--- config.mk ---
export PLATFORM = sky130hd
export DESIGN_NAME = alu_div8
export DESIGN_NICKNAME = d
export VERILOG_FILES = /design/src/rtl/alu_div8_pkg.sv /design/src/rtl/alu_div8_div_step.sv /design/src/rtl/alu_div8.sv
export SDC_FILE = /design/constraint.sdc
export NUM_CORES = 1
export LEC_CHECK = 0
export BUFFER_PORTS_ARGS = -buffer_cell sky130_fd_sc_hd__buf_2
export CAP_MARGIN = 15
export CORE_MARGIN = 4
export CORE_UTILIZATION = 61
export DETAILED_ROUTE_END_ITERATION = 10
export GPL_ROUTABILITY_DRIVEN = 1
export GPL_TIMING_DRIVEN = 0
export PLACE_DENSITY = 0.89
export SYNTH_ARGS = -nofsm -noshare
export SYNTH_HDL_FRONTEND = slang
export SYNTH_SLANG_ARGS = --single-unit
export TNS_END_PERCENT = 10
--- constraint.sdc ---
create_clock -name clk -period 3.75 [get_ports clk]
set_clock_uncertainty 0.15 [all_clocks]
set_input_delay 0.375 -clock clk [delete_from_list [all_inputs] [get_ports clk]]
set_output_delay 0.375 -clock clk [all_outputs]
set_load 0.02 [all_outputs]
--- src/rtl/alu_div8_pkg.sv ---
// Shared ALU definitions: datapath width and divider FSM state encoding.
package alu_div8_pkg;

    localparam int ALU_WIDTH = 8;

    typedef enum logic [1:0] {
        IDLE,
        CALC,
        DONE
    } state_e;

endpackage

--- src/rtl/alu_div8_div_step.sv ---
// One restoring-division step: trial subtract, carry=1 when a_i >= b_i.
module div_step #(
    parameter int W = 9
) (
    input  logic [W-1:0] a_i,
    input  logic [W-1:0] b_i,
    output logic [W-1:0] diff_o,
    output logic         carry_o
);

    logic borrow;

    // Extra MSB captures the borrow; carry is its inverse, as in SBC.
    assign {borrow, diff_o} = {1'b0, a_i} - {1'b0, b_i};
    assign carry_o = ~borrow;

endmodule

--- src/rtl/alu_div8.sv ---
// Unsigned restoring divider, one quotient bit per cycle, fixed latency.
module alu_div8
    import alu_div8_pkg::*;
#(
    parameter int WIDTH = ALU_WIDTH
) (
    input  logic             clk,
    input  logic             rst,
    input  logic             start,
    input  logic [WIDTH-1:0] dividend,
    input  logic [WIDTH-1:0] divisor,
    output logic [WIDTH-1:0] quotient,
    output logic [WIDTH-1:0] remainder,
    output logic             busy,
    output logic             done,
    output logic             div_by_zero
);

    localparam int CW = $clog2(WIDTH);
    localparam logic [CW-1:0] CNT_LAST = CW'(WIDTH - 1);

    state_e           state_q, state_d;
    logic [CW-1:0]    cnt_q, cnt_d;
    logic [WIDTH-1:0] prem_q, prem_d;
    logic [WIDTH-1:0] dvd_q, dvd_d;
    logic [WIDTH-1:0] dvs_q, dvs_d;
    logic [WIDTH-1:0] quo_q, quo_d;
    logic [WIDTH-1:0] rem_q, rem_d;
    logic             dbz_q, dbz_d;

    logic [WIDTH:0]   shifted;
    logic [WIDTH:0]   diff;
    logic             carry;
    logic [WIDTH-1:0] step_rem;
    logic [WIDTH-1:0] step_quo;
    logic             unused_msb;

    // Partial remainder widened by one bit before the trial subtract.
    assign shifted = {prem_q, dvd_q[WIDTH-1]};

    div_step #(
        .W(WIDTH + 1)
    ) u_step (
        .a_i    (shifted),
        .b_i    ({1'b0, dvs_q}),
        .diff_o (diff),
        .carry_o(carry)
    );

    // After a successful subtract the difference is below the divisor.
    assign unused_msb = diff[WIDTH];
    assign step_rem = carry ? diff[WIDTH-1:0] : shifted[WIDTH-1:0];
    assign step_quo = {dvd_q[WIDTH-2:0], carry};

    always_comb begin
        state_d = state_q;
        cnt_d   = cnt_q;
        prem_d  = prem_q;
        dvd_d   = dvd_q;
        dvs_d   = dvs_q;
        quo_d   = quo_q;
        rem_d   = rem_q;
        dbz_d   = dbz_q;
        unique case (state_q)
            IDLE: begin
                if (start) begin
                    dvs_d  = divisor;
                    dvd_d  = dividend;
                    prem_d = '0;
                    cnt_d  = '0;
                    if (divisor == '0) begin
                        quo_d   = '1;
                        rem_d   = dividend;
                        dbz_d   = 1'b1;
                        state_d = DONE;
                    end else begin
                        state_d = CALC;
                    end
                end
            end
            CALC: begin
                prem_d = step_rem;
                dvd_d  = step_quo;
                cnt_d  = cnt_q + 1'b1;
                if (cnt_q == CNT_LAST) begin
                    quo_d   = step_quo;
                    rem_d   = step_rem;
                    dbz_d   = 1'b0;
                    state_d = DONE;
                end
            end
            DONE: begin
                state_d = IDLE;
            end
            default: begin
                state_d = IDLE;
            end
        endcase
    end

    always_ff @(posedge clk) begin
        if (rst) begin
            state_q <= IDLE;
            cnt_q   <= '0;
            prem_q  <= '0;
            dvd_q   <= '0;
            dvs_q   <= '0;
            quo_q   <= '0;
            rem_q   <= '0;
            dbz_q   <= 1'b0;
        end else begin
            state_q <= state_d;
            cnt_q   <= cnt_d;
            prem_q  <= prem_d;
            dvd_q   <= dvd_d;
            dvs_q   <= dvs_d;
            quo_q   <= quo_d;
            rem_q   <= rem_d;
            dbz_q   <= dbz_d;
        end
    end

    assign quotient    = quo_q;
    assign remainder   = rem_q;
    assign div_by_zero = dbz_q;
    assign busy        = (state_q == CALC);
    assign done        = (state_q == DONE);

endmodule

==> flow_metrics.env, run 1 <==
export IMPL_outcome="finished, final reports clean"
export IMPL_yosysTopAreaCell="dfxtp_1"
export IMPL_syn2layout_area_growth_pct=14.1
export IMPL_fin_tns_setup_ns=0
export IMPL_final_layout_size_suffix_gt1_frac=0.204
export IMPL_die_y_um=72.7
export IMPL_syn_area_um2=2550
export IMPL_synthCells=318
export IMPL_route_detailed_drc=0
export IMPL_cts_hold_buf=0
export IMPL_h_tree_depth=2
export IMPL_wl_per_cell_um=16.6
export IMPL_clk_insertion_delay_late_ns=0.31
export IMPL_rsz0062_at_grt="false"
export IMPL_drv_cap=0
export IMPL_grt_usage=0.264
export IMPL_coreArea_um2=4030
export IMPL_die_area_um2=5280
export IMPL_num_rows=23
export IMPL_synth_enable_flop_cells=0
export IMPL_cts_tree="built"
export IMPL_crit_arrival_ns=2.55
export IMPL_grt_pass1_vias=2388
export IMPL_leakagePower_nw=1.25
export IMPL_cts_buffers=5
export IMPL_ys_warn_count=0
export IMPL_vias_per_cell=6.40
export IMPL_crit_family="compound AO/OA/AOI/OAI gates"
export IMPL_rr_startpoint="prem_q[5]"
export IMPL_synth_seq_cells=46
export IMPL_synth_seq_area_share=0.361
export IMPL_port_buffers=37
export IMPL_place_area_um2=2800
export IMPL_final_max_slew_viol_count=0
export IMPL_initial_core_util=0.634
export IMPL_clk_pin_slew_ns=0.10
export IMPL_nFillCells=347
export IMPL_path_max_fanout=10
export IMPL_routed_wl_mm=6.85
export IMPL_fin_crit_ns=2.46
export IMPL_syn_avg_cell_area_um2=8.03
export IMPL_hold_start="divisor[6]"
export IMPL_report_final_setup_viol=0
export IMPL_crit_start="prem_q[5]"
export IMPL_antenna_found_initial=0
export IMPL_max_freq_mhz=407
export IMPL_dr_pass1_iters=5
export IMPL_max_vdd_ir_drop_v=0.000235
export IMPL_gp_congestion=0.933
export IMPL_clockBufferDepth=2
export IMPL_synth_top_area_frac=0.361
export IMPL_ys_top_cells_by_area="dfxtp_1, nand2_1, a21oi_1, ha_1, nor2_1"
export IMPL_die_w_um=72.7
export IMPL_post_cts_buffers=0
export IMPL_vias=2643
export IMPL_post_cts_resize_count=0
export IMPL_min_path_type="primary input to flip-flop"
export IMPL_worstSetupPathType="flip-flop to flip-flop"
export IMPL_grt_max_degree=16
export IMPL_synth_fp_nets=348
export IMPL_cts_sinks=46
export IMPL_nets=392
export IMPL_power_density_nw_per_um2=450
export IMPL_final_area_um2=2910
export IMPL_ys_flop_type="dfxtp_1"
export IMPL_ios=38
export IMPL_worst_slew_pin_slew_ns=0.631
export IMPL_maxSlewHeadroom=0.575
export IMPL_endpoint_kind="flip-flop"
export IMPL_crit_path_top_delay_cell="o21ai_0"
export IMPL_n_antenna_cell=0
export IMPL_path_cells="ha_1 -> a21oi_1 -> nand2_1 -> o21ai_0 -> buf_2 -> nand4_1 -> o211ai_1"
export IMPL_fin_crit_sh=0.656
export IMPL_ant_nets=0
export IMPL_critical_path_max_stage_delay_ns=0.52
export IMPL_hpwl_mm=5.12
export IMPL_crit_buf_inv=1
export IMPL_hold_viol=0
export IMPL_cts_root_buf="clkbuf_8"
export IMPL_synth_distinct_cells=46
export IMPL_required_ns=3.84
export IMPL_drt_iter0_drc=339
export IMPL_grt_overflow=0
export IMPL_async_flop_share=0
export IMPL_crit_path_start_kind="flip-flop"
export IMPL_grt_pass1_wl_mm=11.1
-- flip-flops by register name, summed over array words and instances (netlist names) --
| name | cells |
|---|---|
| cnt_q | 3 |
| div_by_zero | 1 |
| dvd_q | 8 |
| dvs_q | 8 |
| prem_q | 8 |
| quotient | 8 |
| remainder | 8 |
| state_q | 2 |
-- stage by stage --
stage                     std cells  utilization  hold slack (ns)  setup WS (ns)  power, mW
after floorplan                 318            -            0.286           1.71      0.814
after detailed placement        405        0.695            0.299           1.45      0.915
after global placement          405        0.695            0.294           1.45      0.909
after global routing            413        0.723            0.190           1.17       1.36
after CTS                       413        0.723            0.181           1.41       1.29
final                           413        0.723            0.184           1.29       1.31
-- report_power, final --
group | leakage (nW) | switching (mW) | internal, mW
Combinational | 0.821 | 0.254 | 0.127
Clock | 0.0585 | 0.188 | 0.200
Sequential | 0.374 | 0.0257 | 0.515
-- final cells by class --
type | instances | area, um^2 | area share
plain buffers | 20 | 93.8 | 0.0322
clock buffers | 5 | 68.8 | 0.0236
clock inverters | 3 | 43.8 | 0.0150
inverters | 15 | 56.3 | 0.0193
multi-input cells | 237 | 1480 | 0.509
flip-flops and latches | 46 | 921 | 0.316
well taps | 50 | 62.6 | 0.0215
repair buffers | 37 | 185 | 0.0636
-- synth_stat cells, drive strengths merged, types with 8 or more instances --
library cell	count
nand2	58
dfxtp	46
nor2	30
a21oi	27
inv	15
nand3	14
o211ai	14
clkbuf	11
ha	10
o21ai	10
buf	9
nand4	9
o221a	8
-- routing by layer --
metal | share of wire | global-route usage
met1 | 0.41 | 0.345
met2 | 0.46 | 0.425
met3 | 0.10 | 0.0606
met4 | 0.025 | 0.0943
met5 | 0 | 0
-- path summary, 6_finish.rpt --
| path | end | slack, ns | cells past startpoint |
|---|---|---|---|
| setup reg to reg | prem_q[1] | 1.29 | 7 |
| hold reg to reg | dvs_q[6] | 0.31 | 2 |
| setup / recovery | prem_q[1] | 1.29 | 7 |
| hold / removal | dvs_q[6] | 0.18 | 3 |
-- kinds of logic after synthesis --
family	after synthesis	synth area share
flops	46	0.361
compound gates	91	0.258
xor+xnor	3	0.0103
buf+inv	35	0.0588
fa+ha+maj	11	0.0569
simple gates	132	0.255
-- tightest hold or removal path, cell delays in order --
cell	delay [ns]
buf_2	0.12
nand2_1	0.05
a21oi_1	0.05
-- cell usage in the layout (no fill, tap or decap), drive strengths merged, types with 5 or more instances in the layout --
master   synthesis  layout
nand4            9       9
o2111ai          7       7
clkbuf          11      16
nand3           14      14
a21oi           27      27
buf              9      46
dfxtp           46      46
nor2            30      30
and2             5       5
a211oi           6       6
o211ai          14      14
ha              10      10
o21ai           10      10
nand2           58      58
a311oi           7       7
o221a            8       8
inv             15      16
No activity file was read; power rests on OpenSTA's default activity.
==> run 2: changes to the inputs <==
CORE_UTILIZATION = 51   (was 61)
PLACE_DENSITY = 0.79   (was 0.89)
clock period = 2.25 ns   (was 3.75 ns; I/O delays follow)
==> run 2 against run 1 <==
Cell count increased by 4.1%. Count of clock-buffer cells in the layout unchanged. Fmax increased by 15%. Combinational power increased by 88%. Wire length about the same. Setup slack got worse by 1.2 ns. Worst hold slack got worse by 0.15 ns. Total power increased by 72%.
==> flow_metrics.env, run 2 (synthesis gave the netlist of run 1 again) <==
export IMPL_maxSlewHeadroom=0.643
export IMPL_final_layout_size_suffix_gt1_frac=0.234
export IMPL_leakagePower_nw=1.26
export IMPL_fin_crit_sh=0.952
export IMPL_max_freq_mhz=467
export IMPL_coreArea_um2=4790
export IMPL_vias_per_cell=5.99
export IMPL_antenna_found_initial=0
export IMPL_critical_path_max_stage_delay_ns=0.36
export IMPL_cts_hold_buf=0
export IMPL_ios=38
export IMPL_num_rows=25
export IMPL_seqPwrFrac=0.399
export IMPL_die_w_um=78.7
export IMPL_crit_path_start_kind="flip-flop"
export IMPL_p_comb_frac=0.317
export IMPL_routed_wl_mm=6.85
export IMPL_initial_core_util=0.533
export IMPL_path_cells="ha_1 -> buf_2 -> nor3_1 -> a211oi_2 -> o21a_2 -> clkbuf_4 -> o211ai_1 -> o211ai_1"
export IMPL_hpwl_mm=5.06
export IMPL_p_sw_mw=0.819
export IMPL_cts_root_buf="clkbuf_8"
export IMPL_max_vdd_ir_drop_v=0.000490
export IMPL_rr_startpoint="prem_q[4]"
export IMPL_p_sw_frac=0.363
export IMPL_ant_nets=0
export IMPL_h_tree_depth=2
export IMPL_crit_path_top_delay_cell="dfxtp_1"
export IMPL_vias=2575
export IMPL_clockBufferDepth=2
export IMPL_hold_viol=0
export IMPL_worst_slew_pin_slew_ns=0.533
export IMPL_final_cell_mix="nand2_1, dfxtp_1, buf_2"
export IMPL_p_int_mw=1.44
export IMPL_nFillCells=427
export IMPL_dr_pass1_iters=5
export IMPL_die_area_um2=6200
export IMPL_power_frac_clock=0.284
export IMPL_place_area_um2=2820
export IMPL_crit_family="compound AO/OA/AOI/OAI gates"
export IMPL_hold_start="dividend[7]"
export IMPL_fin_crit_ns=2.14
export IMPL_report_final_setup_viol=0
export IMPL_post_cts_buffers=0
export IMPL_n_antenna_cell=0
export IMPL_drt_iter0_drc=285
export IMPL_wl_per_cell_um=15.9
export IMPL_final_max_slew_viol_count=0
export IMPL_cts_sinks=46
export IMPL_grt_usage=0.230
export IMPL_min_path_type="primary input to flip-flop"
export IMPL_nets=392
export IMPL_clk_pin_slew_ns=0.10
export IMPL_route_detailed_drc=0
export IMPL_grt_max_degree=16
export IMPL_syn2layout_area_growth_pct=17.7
export IMPL_final_area_um2=3010
export IMPL_path_max_fanout=10
export IMPL_dp_worst_setup_slack_ns=-0.184
export IMPL_crit_start="prem_q[4]"
export IMPL_die_y_um=78.7
export IMPL_worstSetupPathType="flip-flop to flip-flop"
export IMPL_grt_overflow=0
export IMPL_port_buffers=37
export IMPL_totalPowerFinal_mw=2.26
export IMPL_grt_pass1_wl_mm=11.4
export IMPL_cts_buffers=5
export IMPL_gp_congestion=0.897
export IMPL_required_ns=2.34
export IMPL_clk_insertion_delay_late_ns=0.31
export IMPL_endpoint_kind="flip-flop"
export IMPL_drv_cap=0
export IMPL_cp_common_cell="o211ai_1"
export IMPL_layout_setup_ws_ns=0.107
export IMPL_crit_arrival_ns=2.23
export IMPL_grt_pass1_vias=2320
export IMPL_final_common_cell="nand2_1"
export IMPL_crit_buf_inv=2
export IMPL_power_density_nw_per_um2=751
export IMPL_cts_tree="built"
export IMPL_outcome="finished, final reports clean"
-- run 2: path summary, 6_finish.rpt --
| check | depth (start not counted) | endpoint | slack, ns |
|---|---|---|---|
| max reg2reg | 8 | remainder[2] | 0.11 |
| max | 8 | remainder[2] | 0.11 |
| min reg2reg | 2 | dvs_q[3] | 0.31 |
| min | 3 | dvd_q[7] | 0.03 |
-- run 2: repair_timing --
action	in CTS	in global routing
setup endpoints to repair	13	18
hold endpoints to repair	0	0
resized for setup	1	16
-- run 2: layer usage --
| metal | vias to the layer above | wire length (um) | track usage |
|---|---|---|---|
| met5 | - | 0 | 0 |
| met4 | 0 | 211 | 0.0944 |
| met3 | 22 | 662 | 0.0488 |
| met2 | 149 | 2960 | 0.343 |
| met1 | 1156 | 3020 | 0.321 |
| li1 | 1248 | - | - |
-- run 2: worst min-delay path, stage by stage --
cell and delay [ns]:
buf_2 0.10, nand2_1 0.05, a311oi_1 0.07
-- run 2: power groups by stage --
| stage | Sequential, mW | Combinational, mW | Clock (mW) |
|---|---|---|---|
| 2_1_floorplan | 0.905 | 0.451 | 0 |
| 3_3_place_gp | 0.916 | 0.605 | 0 |
| 3_5_place_dp | 0.918 | 0.615 | 0 |
| 4_1_cts | 0.899 | 0.622 | 0.637 |
| 5_1_grt | 0.907 | 0.780 | 0.682 |
| 6_report | 0.901 | 0.715 | 0.641 |
-- run 2: cell type report --
class                           instances  area, um^2  area share
Inverter                               15        56.3      0.0187
Sequential cell                        46         922       0.307
Clock buffer                            5        68.8      0.0229
Clock inverter                          3        45.0      0.0150
Buffer                                 20        96.3      0.0321
Tap cell                               67        83.8      0.0279
Multi-Input combinational cell        237        1550       0.515
Timing Repair Buffer                   37         185      0.0616
-- run 2: per-stage QoR --
stage                util  hold WS (ns)  std cells  TNS (ns)
floorplan               -         0.211        318         0
global placement    0.590         0.293        422    -0.401
detailed placement  0.590         0.297        422     -1.86
CTS                 0.613        0.0303        430   -0.0703
global route        0.628        0.0423        430  -0.00471
finish              0.628        0.0327        430         0
==> run 3: changes to the inputs <==
CELL_PAD_IN_SITES_DETAIL_PLACEMENT = 1   (was unset)
CELL_PAD_IN_SITES_GLOBAL_PLACEMENT = 2   (was unset)
CORE_UTILIZATION = 30   (was 51)
RECOVER_POWER = 100   (was unset)
==> run 3 against run 2 <==
Cell count is 9.5% higher. Via count is 1.4% lower. Global-route usage is 6.3 points lower. Sequential power is 0.4% higher. Utilization is 25 points lower. Count of clock-buffer cells in the layout is 1 higher. Sequential share of layout area is 0.74 points lower. Wire length is 21% higher.
==> flow_metrics.env, run 3 (synthesis gave the netlist of run 1 again) <==
export IMPL_outcome="finished, final reports clean"
export IMPL_leakagePower_nw=1.20
export IMPL_fin_crit_ns=2.14
export IMPL_layout_setup_ws_ns=0.112
export IMPL_p_sw_mw=0.844
export IMPL_crit_path_start_kind="flip-flop"
export IMPL_drt_iter0_drc=75
export IMPL_p_sw_frac=0.363
export IMPL_num_rows=33
export IMPL_final_layout_size_suffix_gt1_frac=0.199
export IMPL_cts_buffers=5
export IMPL_route_detailed_drc=0
export IMPL_grt_max_degree=15
export IMPL_routed_wl_mm=8.32
export IMPL_hold_viol=0
export IMPL_final_area_um2=3080
export IMPL_rsz0062_at_grt="true"
export IMPL_max_vdd_ir_drop_v=0.000286
export IMPL_dr_pass1_iters=4
export IMPL_h_tree_depth=2
export IMPL_initial_core_util=0.309
export IMPL_required_ns=2.28
export IMPL_hold_worst_slack_ns=0.0416
export IMPL_report_final_setup_viol=0
export IMPL_nets=395
export IMPL_grt_pass1_vias=2669
export IMPL_worst_slew_pin_slew_ns=0.579
export IMPL_seqPwrFrac=0.389
export IMPL_cts_tree="built"
export IMPL_crit_path_top_delay_cell="dfxtp_1"
export IMPL_final_common_cell="nand2_1"
export IMPL_clk_pin_slew_ns=0.09
export IMPL_dp_worst_setup_slack_ns=-0.149
export IMPL_cts_hold_buf=0
export IMPL_p_int_mw=1.48
export IMPL_nFillCells=1034
export IMPL_vias_per_cell=5.39
export IMPL_crit_arrival_ns=2.17
export IMPL_clockBufferDepth=2
export IMPL_port_buffers=37
export IMPL_cts_root_buf="clkbuf_8"
export IMPL_totalPowerFinal_mw=2.33
export IMPL_crit_family="compound AO/OA/AOI/OAI gates"
export IMPL_fin_crit_sh=0.950
export IMPL_final_max_slew_viol_count=0
export IMPL_critical_path_max_stage_delay_ns=0.37
export IMPL_n_antenna_cell=0
export IMPL_power_density_nw_per_um2=755
export IMPL_die_y_um=100
export IMPL_endpoint_kind="flip-flop"
export IMPL_wl_per_cell_um=17.7
export IMPL_crit_buf_inv=1
export IMPL_drv_cap=0
export IMPL_antenna_found_initial=0
export IMPL_maxSlewHeadroom=0.612
export IMPL_grt_pass1_wl_mm=13.5
export IMPL_hpwl_mm=6.31
export IMPL_max_freq_mhz=468
export IMPL_cts_sinks=46
export IMPL_syn2layout_area_growth_pct=20.8
export IMPL_die_area_um2=10000
export IMPL_clk_insertion_delay_late_ns=0.30
export IMPL_grt_usage=0.166
export IMPL_worstSetupPathType="flip-flop to flip-flop"
export IMPL_ant_nets=0
export IMPL_ios=38
export IMPL_coreArea_um2=8260
export IMPL_final_cell_mix="nand2_1, dfxtp_1, clkbuf_1"
export IMPL_path_max_fanout=10
export IMPL_grt_overflow=0
export IMPL_vias=2540
export IMPL_die_w_um=100
export IMPL_gp_congestion=0.836
export IMPL_p_comb_frac=0.342
export IMPL_place_area_um2=2870
export IMPL_path_cells="ha_1 -> nor2_1 -> a21oi_2 -> o21a_2 -> clkbuf_4 -> o2111ai_1 -> nand3_1"
export IMPL_power_frac_clock=0.270
export IMPL_min_path_type="primary input to flip-flop"
[run 3: final cells by class]
class	count	area, um^2	share of cell area
multi-input cells	237	1580	0.513
flip-flops and latches	46	923	0.299
repair buffers	40	185	0.0600
well taps	105	131	0.0426
plain buffers	20	95.1	0.0308
clock buffers	6	72.6	0.0235
inverters	15	56.3	0.0183
clock inverters	2	37.5	0.0122
[run 3: path summary, 6_finish.rpt]
| kind | cells past startpoint | slack [ns] | endpoint | from |
|---|---|---|---|---|
| worst max register to register | 7 | 0.11 | remainder[3] | prem_q[1] |
| worst min register to register | 2 | 0.31 | dvs_q[6] | dvs_q[6] |
| worst min-delay path | 3 | 0.04 | dvs_q[0] | divisor[0] |
| worst max-delay path | 7 | 0.11 | remainder[3] | prem_q[1] |
[run 3: through the flow]
stage           util  TNS, ns  instances
4_1_cts        0.366  -0.0625        469
5_1_grt        0.373   -0.129        471
2_1_floorplan      -        0        318
3_3_place_gp   0.347   -0.908        460
3_5_place_dp   0.347    -1.28        460
6_report       0.373        0        471
[run 3: what timing repair did]
| action | in CTS | in global routing |
|---|---|---|
| buffers inserted | 1 | 2 |
| resized for setup | 10 | 15 |
| pin swaps | 1 | 4 |
| hold endpoints to repair | 0 | 0 |
| setup endpoints to repair | 14 | 17 |
[run 3: worst reg2reg max path: stages (launching register included)]
cell	delay [ns]
dfxtp_1	0.37
ha_1	0.29
nor2_1	0.27
a21oi_2	0.15
o21a_2	0.26
clkbuf_4	0.20
o2111ai_1	0.22
nand3_1	0.11
[run 3: layer usage]
layer	GRT usage	vias to the layer above	share of wire
li1	-	1249	-
met1	0.228	1233	0.48
met2	0.277	52	0.48
met3	0.0278	6	0.040
met4	0.0321	0	0.0094
met5	0	-	0
[run 3: power by group through the flow]
stage	sequential [mW]	clock, mW	combinational (mW)
after floorplan	0.905	0	0.451
after global placement	0.920	0	0.636
after detailed placement	0.923	0	0.650
after CTS	0.903	0.643	0.697
after global routing	0.914	0.677	0.879
final	0.905	0.628	0.795
